File: src/rtl/ama_riscv_wb_arbiter.sv
// ama_riscv_wb_arbiter
//   Shares the single register-file write port between NUM_REQ writeback
//   sources using round-robin arbitration. The winning write is registered
//   into one output stage (rf_we/rf_addr/rf_data), which is also the
//   forwardable stage. A 32-entry pending-write scoreboard lets decode stall
//   on registers that a multicycle op has not yet written.
//
// Ports
//   clk, rst_n            clock, asynchronous active-low reset
//   req_valid/addr/data   per-requester writeback request (addr slice [5i+4:5i])
//   req_ready             one-hot grant (or zero); transfer = valid & ready
//   wb_hold               suppresses all grants this cycle
//   rf_we/addr/data       registered write to the register file
//   sb_set, sb_set_addr   mark a destination register as pending
//   chk_addr_a/b          source registers to test
//   busy_a/b              combinational pending-write indication
//
// Handshake: a requester raises req_valid and holds valid/addr/data stable
// until it sees req_ready=1 in the same cycle; that cycle is the transfer.
// req_ready is a function of req_valid, rr_ptr and wb_hold only.
module ama_riscv_wb_arbiter #(
  parameter int NUM_REQ = 3,
  parameter int DATA_W  = 32
) (
  input  logic                      clk,
  input  logic                      rst_n,
  input  logic [NUM_REQ-1:0]        req_valid,
  input  logic [NUM_REQ*5-1:0]      req_addr,
  input  logic [NUM_REQ*DATA_W-1:0] req_data,
  output logic [NUM_REQ-1:0]        req_ready,
  input  logic                      wb_hold,
  output logic                      rf_we,
  output logic [4:0]                rf_addr,
  output logic [DATA_W-1:0]         rf_data,
  input  logic                      sb_set,
  input  logic [4:0]                sb_set_addr,
  input  logic [4:0]                chk_addr_a,
  input  logic [4:0]                chk_addr_b,
  output logic                      busy_a,
  output logic                      busy_b
);

  localparam int PTR_W = (NUM_REQ > 1) ? $clog2(NUM_REQ) : 1;

  logic [PTR_W-1:0]  rr_ptr_q, rr_ptr_d;
  logic              rf_we_q, rf_we_d;
  logic [4:0]        rf_addr_q, rf_addr_d;
  logic [DATA_W-1:0] rf_data_q, rf_data_d;
  logic [31:0]       sb_q, sb_d;

  logic [NUM_REQ-1:0] grant;
  logic [PTR_W-1:0]   grant_idx;
  logic               xfer;
  logic [4:0]         xfer_addr;
  logic [DATA_W-1:0]  xfer_data;

  // Round-robin scan starting at rr_ptr; first valid requester wins.
  always_comb begin
    int idx;
    grant     = '0;
    grant_idx = '0;
    xfer      = 1'b0;
    idx       = 0;
    if (!wb_hold) begin
      for (int i = 0; i < NUM_REQ; i++) begin
        idx = int'(rr_ptr_q) + i;
        if (idx >= NUM_REQ) idx = idx - NUM_REQ;
        if (!xfer && req_valid[idx]) begin
          xfer       = 1'b1;
          grant[idx] = 1'b1;
          grant_idx  = idx[PTR_W-1:0];
        end
      end
    end
  end

  assign req_ready = grant;
  assign xfer_addr = req_addr[int'(grant_idx)*5 +: 5];
  assign xfer_data = req_data[int'(grant_idx)*DATA_W +: DATA_W];

  always_comb begin
    rr_ptr_d  = rr_ptr_q;
    rf_we_d   = 1'b0;
    rf_addr_d = rf_addr_q;
    rf_data_d = rf_data_q;
    if (xfer) begin
      rr_ptr_d  = (grant_idx == PTR_W'(NUM_REQ - 1)) ? '0 : grant_idx + PTR_W'(1);
      // x0 writes complete the handshake but never reach the register file.
      rf_we_d   = (xfer_addr != 5'd0);
      rf_addr_d = xfer_addr;
      rf_data_d = xfer_data;
    end
  end

  // Clear on commit first, then set, so a same-cycle re-issue keeps the bit.
  always_comb begin
    sb_d = sb_q;
    if (rf_we_q) sb_d[rf_addr_q] = 1'b0;
    if (sb_set && (sb_set_addr != 5'd0)) sb_d[sb_set_addr] = 1'b1;
    sb_d[0] = 1'b0;
  end

  always_ff @(posedge clk or negedge rst_n) begin
    if (!rst_n) begin
      rr_ptr_q  <= '0;
      rf_we_q   <= 1'b0;
      rf_addr_q <= '0;
      rf_data_q <= '0;
      sb_q      <= '0;
    end else begin
      rr_ptr_q  <= rr_ptr_d;
      rf_we_q   <= rf_we_d;
      rf_addr_q <= rf_addr_d;
      rf_data_q <= rf_data_d;
      sb_q      <= sb_d;
    end
  end

  assign rf_we   = rf_we_q;
  assign rf_addr = rf_addr_q;
  assign rf_data = rf_data_q;

  // A register is busy if marked pending, or if the write being granted right
  // now targets it while it is still marked pending.
  assign busy_a = (chk_addr_a != 5'd0) &&
                  (sb_q[chk_addr_a] || (xfer && (xfer_addr == chk_addr_a) && sb_q[xfer_addr]));
  assign busy_b = (chk_addr_b != 5'd0) &&
                  (sb_q[chk_addr_b] || (xfer && (xfer_addr == chk_addr_b) && sb_q[xfer_addr]));

endmodule

File: config.mk
export PLATFORM = sky130hd
export DESIGN_NAME = ama_riscv_wb_arbiter
export DESIGN_NICKNAME = d
export VERILOG_FILES = /design/src/rtl/ama_riscv_wb_arbiter.sv
export SDC_FILE = /design/constraint.sdc
export NUM_CORES = 1
export LEC_CHECK = 0
export CORE_MARGIN = 10
export CORE_UTILIZATION = 48
export CTS_CLUSTER_SIZE = 20
export DETAILED_ROUTE_END_ITERATION = 10
export GPL_ROUTABILITY_DRIVEN = 0
export HOLD_SLACK_MARGIN = 0.15
export PLACE_DENSITY = 0.87
export SLEW_MARGIN = 20
export SYNTH_ARGS = -nofsm -noshare
export SYNTH_HDL_FRONTEND = slang
export SYNTH_SLANG_ARGS = --single-unit
File: constraint.sdc
create_clock -name clk -period 5 [get_ports clk]
set_input_delay 0.5 -clock clk [delete_from_list [all_inputs] [get_ports clk]]
set_output_delay 0.5 -clock clk [all_outputs]
set_load 0.02 [all_outputs]
==> results by group <==
Outcome
  • Run status: finished clean

Synth
  • Proportion of synthesized chip area in sequential cells: 0.399
  • Share of flip-flops with an asynchronous set or reset after synthesis: 1.00
  • Area share of the leading cell type in the synthesized netlist: 0.399
  • Post-Synthesis Cells: 423
  • Net count after synthesis: 560
  • Netlist Area Pre-Place: 0.00446 mm^2
  • Count of flip-flops with a built-in enable after synthesis: 0
  • Post-Syn Area per Cell: 10.5 um^2
  • Register bit count reported by yosys: 71
  • Largest cells by area after synthesis: sky130_fd_sc_hd__dfrtp_1 40%, sky130_fd_sc_hd__mux4_2 9.1%, sky130_fd_sc_hd__o21ai_0 8.8%
  • Count of yosys warnings during synthesis: 0
  • Most frequently used flop master after synthesis: sky130_fd_sc_hd__dfrtp_1
  • Most common cell in the synthesized netlist: sky130_fd_sc_hd__o21ai_0
  • Count of different cell masters after synthesis: 51
  • Ranking of synthesized cells by instance count: 78 x sky130_fd_sc_hd__o21ai_0, 71 x sky130_fd_sc_hd__dfrtp_1, 39 x sky130_fd_sc_hd__nand2_1
  • Cell type contributing the most total cell area after synthesis: sky130_fd_sc_hd__dfrtp_1

Power and ir drop
  • Cell leakage power: 2.52 nW
  • Proportion of power drawn by combinational gates: 0.501
  • Share of power burned in the clock network: 0.176
  • Fraction of power consumed by sequential logic: 0.323
  • Switch share: 0.398
  • Internal Dissipation: 2.03 mW
  • Worst supply voltage drop on vdd: 0.000230 V
  • Net Switching: 1.34 mW
  • Pwr/cell area: 524 mW/mm^2
  • Total power: 3.37 mW

Drt
  • Antenna-violating nets left: 0
  • Average wire per standard cell: 21.9 um
  • Initial drt markers: 435
  • Vias per inst: 6.14
  • Total vias in the final route: 4,289
  • Remaining design rule violation count: 0
  • Total routed wirelength: 15.3 mm
  • Number of search-and-repair iterations in the first detailed-routing pass: 5

Placement
  • Detailed-placement wirelength estimate: 12.1 mm
  • Number of port buffers: 175
  • Total placed cells including tap cells: 683

GRT
  • Antenna violations before repair: 0
  • Combined global-route utilization of all metal layers: 0.231
  • Pin count of the biggest net entering global routing: 72
  • Via count of the first global-routing pass: 4,600
  • Overflow left after global routing: 0
  • First-pass GRT wire length: 24.3 mm

Die
  • Number of placement rows: 35
  • CORE AREA: 0.00915 mm^2
  • Starting density of the core: 0.487
  • Area of the die: 0.0135 mm^2
  • Y dimension of the die: 116 um
  • Top-level port count: 176
  • Die X: 116 um

Critical path
  • Sort of element at the start of the critical path: input port
  • Crit Path Max Fanout: 9
  • Critical R2R Capture: rf_data[22]
  • Startpoint of the worst register-to-register path: rr_ptr_q[0]
  • CP Data Arrival Time: 3.14 ns
  • CP Data Required Time: 4.50 ns
  • Worst R2R Path Depth: 9
  • Nature of the critical path endpoint: output pin
  • R2R Setup Slk: 1.81 ns
  • CP Class: in -> out

Timing
  • Unrepaired setup endpoints after global routing: false
  • Transition at the pin with the smallest max-transition slack: 0.890 ns
  • Period utilization: 0.729
  • # setup viols final: 0
  • Final Slew Violations: 0
  • Maximum clock frequency: 274 MHz
  • Shortest clock period the worst path allows after layout: 3.64 ns
  • Slew margin rel.: 0.404
  • Clock skew after layout: 0.00650 ns
  • Total negative slack: 0 ns
  • Hold violation total from the final report: 0

CTS
  • Buffers inserted during post-CTS setup optimization: 0
  • Post-CTS resize count: 0
  • Clk Tree Root Cell: sky130_fd_sc_hd__clkbuf_8
  • CTS sink count: 71
  • H-Tree Level Count: 3
  • CTS buffer count: 9
  • Number of hold buffers added after cts: 0
  • Longest Clk Path Bufs: 2
  • Clock latency on the worst-skew pair: 0.35 ns
  • TritonCTS clock tree: yes
  • CTS clk-pin slew, worst paths: 0.07 ns

Cells and area
  • Ratio of cells with drive above 1 in the final layout: 0.126
  • Layout overhead on the synthesized area: 44.4%
  • Number of nets in the finished design: 720
  • Final std cells w/o fill: 699
  • Count of inserted antenna diode cells: 0
  • Layout Utilization: 0.703

Flow run
  • Number of max-capacitance violations reported: 0

Min path
  • Worst min path class: in -> async
[sequential cells by signal, summed over array words and instances, names as in the netlist]
name      flops
rf_data      32
sb_q         31
rf_addr       5
rr_ptr_q      2
rf_we         1
[worst max-delay path, cell delays in order]
cell and delay, ns:
sky130_fd_sc_hd__clkdlybuf4s50_1 0.77, sky130_fd_sc_hd__mux4_2 0.58, sky130_fd_sc_hd__mux4_2 0.48, sky130_fd_sc_hd__mux2_2 0.27, sky130_fd_sc_hd__clkdlybuf4s50_1 0.54
[power groups by stage]
stage	Clock, mW	Combinational [mW]	Sequential (mW)
2_1_floorplan	0	0.898	1.17
3_3_place_gp	0	1.62	1.07
3_5_place_dp	0	1.68	1.09
4_1_cts	0.601	1.69	1.08
5_1_grt	0.629	1.82	1.12
6_report	0.593	1.69	1.09
[cell usage in the layout, fill, tap and decap left out, drive strengths merged, types with 10 or more instances in the layout]
cell,synthesis,routed
a22oi,14,14
o21ai,104,104
nor2,16,16
mux4,18,18
clkbuf,9,12
a21oi,10,10
mux2,25,25
nand2,40,40
nand3b,11,11
mux2i,33,33
dfrtp,71,71
clkdlybuf4s50,0,174
[metrics by stage]
step | hold WS [ns] | worst slack (ns) | instance area [um^2]
finish | 0.257 | 1.36 | 6430
global placement | 0.462 | 1.42 | 6170
detailed placement | 0.477 | 1.34 | 6170
floorplan | 0.204 | 2.50 | 4460
global route | 0.338 | 1.25 | 6430
CTS | 0.297 | 1.33 | 6430
[final cells by class]
cell class / instances / area (um^2)
Fill cell: 650 / 2720
Multi-Input combinational cell: 322 / 2480
Sequential cell: 71 / 1780
Timing Repair Buffer: 177 / 1760
Clock buffer: 12 / 165
Tap cell: 111 / 139
Clock inverter: 4 / 98.8
Inverter: 2 / 7.51
[worst max-delay path by stage]
stage | from | slack [ns] | depth (start not counted) | endpoint
floorplan | chk_addr_a[0] | 2.50 | 4 | busy_a
global route | chk_addr_a[0] | 1.25 | 5 | busy_a
CTS | chk_addr_a[0] | 1.33 | 5 | busy_a
detailed placement | chk_addr_a[0] | 1.34 | 5 | busy_a
finish | chk_addr_a[0] | 1.36 | 5 | busy_a
global placement | chk_addr_b[0] | 1.42 | 5 | busy_b
[routing by layer]
layer | vias to the layer above | share of wire | track usage
met1 | 2077 | 0.33 | 0.234
met5 | - | 0 | 0
met4 | 0 | 0.037 | 0.122
li1 | 1912 | - | -
met2 | 254 | 0.52 | 0.391
met3 | 46 | 0.12 | 0.104
[kinds of logic (layout without fill, tap and decap cells)]
family | Yosys count | after routing | synth area share
flip-flops | 71 | 71 | 0.399
adder cells (fa/ha/maj) | 5 | 5 | 0.0135
buffers and inverters | 30 | 195 | 0.0441
AND/OR/NAND/NOR | 93 | 93 | 0.111
AO/OA/AOI/OAI | 148 | 148 | 0.192
multiplexers | 76 | 76 | 0.241
Power figures use the tool's default switching activity.
==> RTL change, RTL diff (same flow settings) <==
Change the parameter `DATA_W` from 32 to 64.
--- a/src/rtl/ama_riscv_wb_arbiter.sv
+++ b/src/rtl/ama_riscv_wb_arbiter.sv
@@ -21,5 +21,5 @@
 module ama_riscv_wb_arbiter #(
   parameter int NUM_REQ = 3,
-  parameter int DATA_W  = 32
+  parameter int DATA_W  = 64
 ) (
   input  logic                      clk,
Ports: changed (resized req_data and rf_data); port bits go from 176 to 304. No check against the original RTL was run, so the function may have changed too.
==> RTL change against the unedited design <==
Wire length rose by 63%; critical path type unchanged; total power rose by 47%; sequential power rose by 44%; area after synthesis rose by 34%; clock skew rose by 0.0032 ns; core utilization rose by 7.1 points; sequential cell count rose by 32; cell area rose by 45%; setup slack got worse by 0.079 ns; synthesized cell count rose by 50%.
==> RTL change: results (changes against the unedited design) <==
| Metric | Value |
|---|---|
| Status | completed (unchanged) |
| Worst VDD drop | 257 uV (was 230 uV) |
| Vias per cell | 6.01 (was 6.14) |
| Share of cells above drive strength 1 | 6.39% (was 12.6%) |
| 1st-iter DRT viols | 620 (was 435) |
| Leakage power | 3.82 nW (was 2.52 nW) |
| Slowest stage delay, CP | 0.80 ns (was 0.77 ns) |
| Clock skew | 0.00968 ns (was 0.00650 ns) |
| Post-DP HPWL | 20,000 um (was 12,100 um) |
| CTS H-tree depth | 3 (unchanged) |
| R2R setup slack | 1.59 ns (was 1.81 ns) |
| NumNets Final | 1,136 (was 720) |
| Data arrival, critical path | 3.22 ns (was 3.14 ns) |
| Relative slew slack | 37.1% (was 40.4%) |
| CTS Buf Count | 9 (unchanged) |
| GRT Overall Usage | 28.0% (was 23.1%) |
| PortBufs | 303 (was 175) |
| Vias in the first global route | 6,639 (was 4,600) |
| Synthesized area per cell | 9.39 sq um (was 10.5 sq um) |
| Avg WL per Cell | 23.3 um (was 21.9 um) |
| Synth area leaders | dfrtp_1 (43%), o21ai_0 (7.5%), mux4_2 (6.8%) (was dfrtp_1 (40%), mux4_2 (9.1%), o21ai_0 (8.8%)) |
| DR pass1 iterations | 6 (was 5) |
| Synth cell count leaders | nand2_1 (107), dfrtp_1 (103), o21ai_0 (89) (was o21ai_0 (78), dfrtp_1 (71), nand2_1 (39)) |
| Mapped Nets | 867 (was 560) |
| Global-route wire length before repair | 38,800 um (was 24,300 um) |
| Post-Layout Cell Count | 1,077 (was 699) |
| Sequential area share after synthesis | 43.3% (was 39.9%) |
| Number of flip-flops in the largest register | 64 (was 32) |
| Largest net degree at the start of global routing | 83 (was 72) |
| Root buf cell | clkbuf_16 (was clkbuf_8) |
| Antenna violations before repair | 3 (was 0) |
| Cell variety after synth | 43 (was 51) |
| CTS clock-pin slew for the worst setup and hold paths | 0.07 ns (about the same) |
-- RTL change: changes by cell type after synthesis, sizes merged, moves of 9 or more --
cell | unedited run | this run
a21o | 1 | 41
clkbuf | 9 | 29
dfrtp | 71 | 103
nand2 | 40 | 107
nor2 | 16 | 55
o21ai | 104 | 95
a311oi | 0 | 40
a22oi | 14 | 25
mux2 | 25 | 5
-- RTL change: final timing paths --
| kind | startpoint | depth (start not counted) | endpoint |
|---|---|---|---|
| worst max-delay path | chk_addr_a[0] | 5 | busy_a |
| worst min-delay path | rst_n | 1 | sb_q[16]$_DFF_PN0_ |
| worst max register to register | rr_ptr_q[0]$_DFFE_PN0P_ | 9 | rf_data[40]$_DFFE_PN0P_ |
| worst min register to register | rf_data[22]$_DFFE_PN0P_ | 1 | rf_data[22]$_DFFE_PN0P_ |
| max in group asynchronous | rst_n | 2 | rf_data[59]$_DFFE_PN0P_ |
| min in group clk | rf_data[22]$_DFFE_PN0P_ | 1 | rf_data[22]$_DFFE_PN0P_ |
-- RTL change: layer usage --
metal	GRT usage (%)	routed length, um
met5	0	32
met4	9.89	972
met3	9.30	2240
met2	50.3	13100
met1	30.0	8720
-- RTL change: power by group --
part	total, mW	leakage (nW)	internal, mW	switching (mW)
logic	2.65	2.46	1.24	1.41
clock network	0.719	0.148	0.396	0.323
registers	1.57	1.22	1.24	0.326
total	4.94	3.82	2.88	2.06
-- RTL change: logic make-up (layout without fill, tap and decap cells) --
kind of cell	after synthesis	count (layout)	synth area share (%)
AOI/OAI and AO/OA	218	218	24.2
buffers and inverters	54	328	3.85
other	0	1	0
muxes	50	50	12.3
DFF	103	103	43.3
and+or+nand+nor	204	204	15.3
adders and majority gates	5	5	1.03
-- RTL change: cell type report --
cell class                      count  area [sq um]
Antenna cell                        1          2.50
Clock buffer                       10           229
Clock inverter                      6          73.8
Fill cell                         800          2720
Inverter                            3          11.3
Multi-Input combinational cell    477          3150
Sequential cell                   103          2580
Tap cell                          168           210
Timing Repair Buffer              309          3090
-- RTL change: through the flow --
stage | hold slack [ns] | setup slack, ns | power, mW | instance area (sq um)
finish | 0.200 | 1.28 | 4.94 | 9340
global route | 0.261 | 1.16 | 5.20 | 9340
CTS | 0.235 | 1.25 | 4.94 | 9340
detailed placement | 0.465 | 1.29 | 4.20 | 9030
global placement | 0.461 | 1.35 | 4.10 | 9030
floorplan | 0.204 | 2.27 | 2.97 | 5950
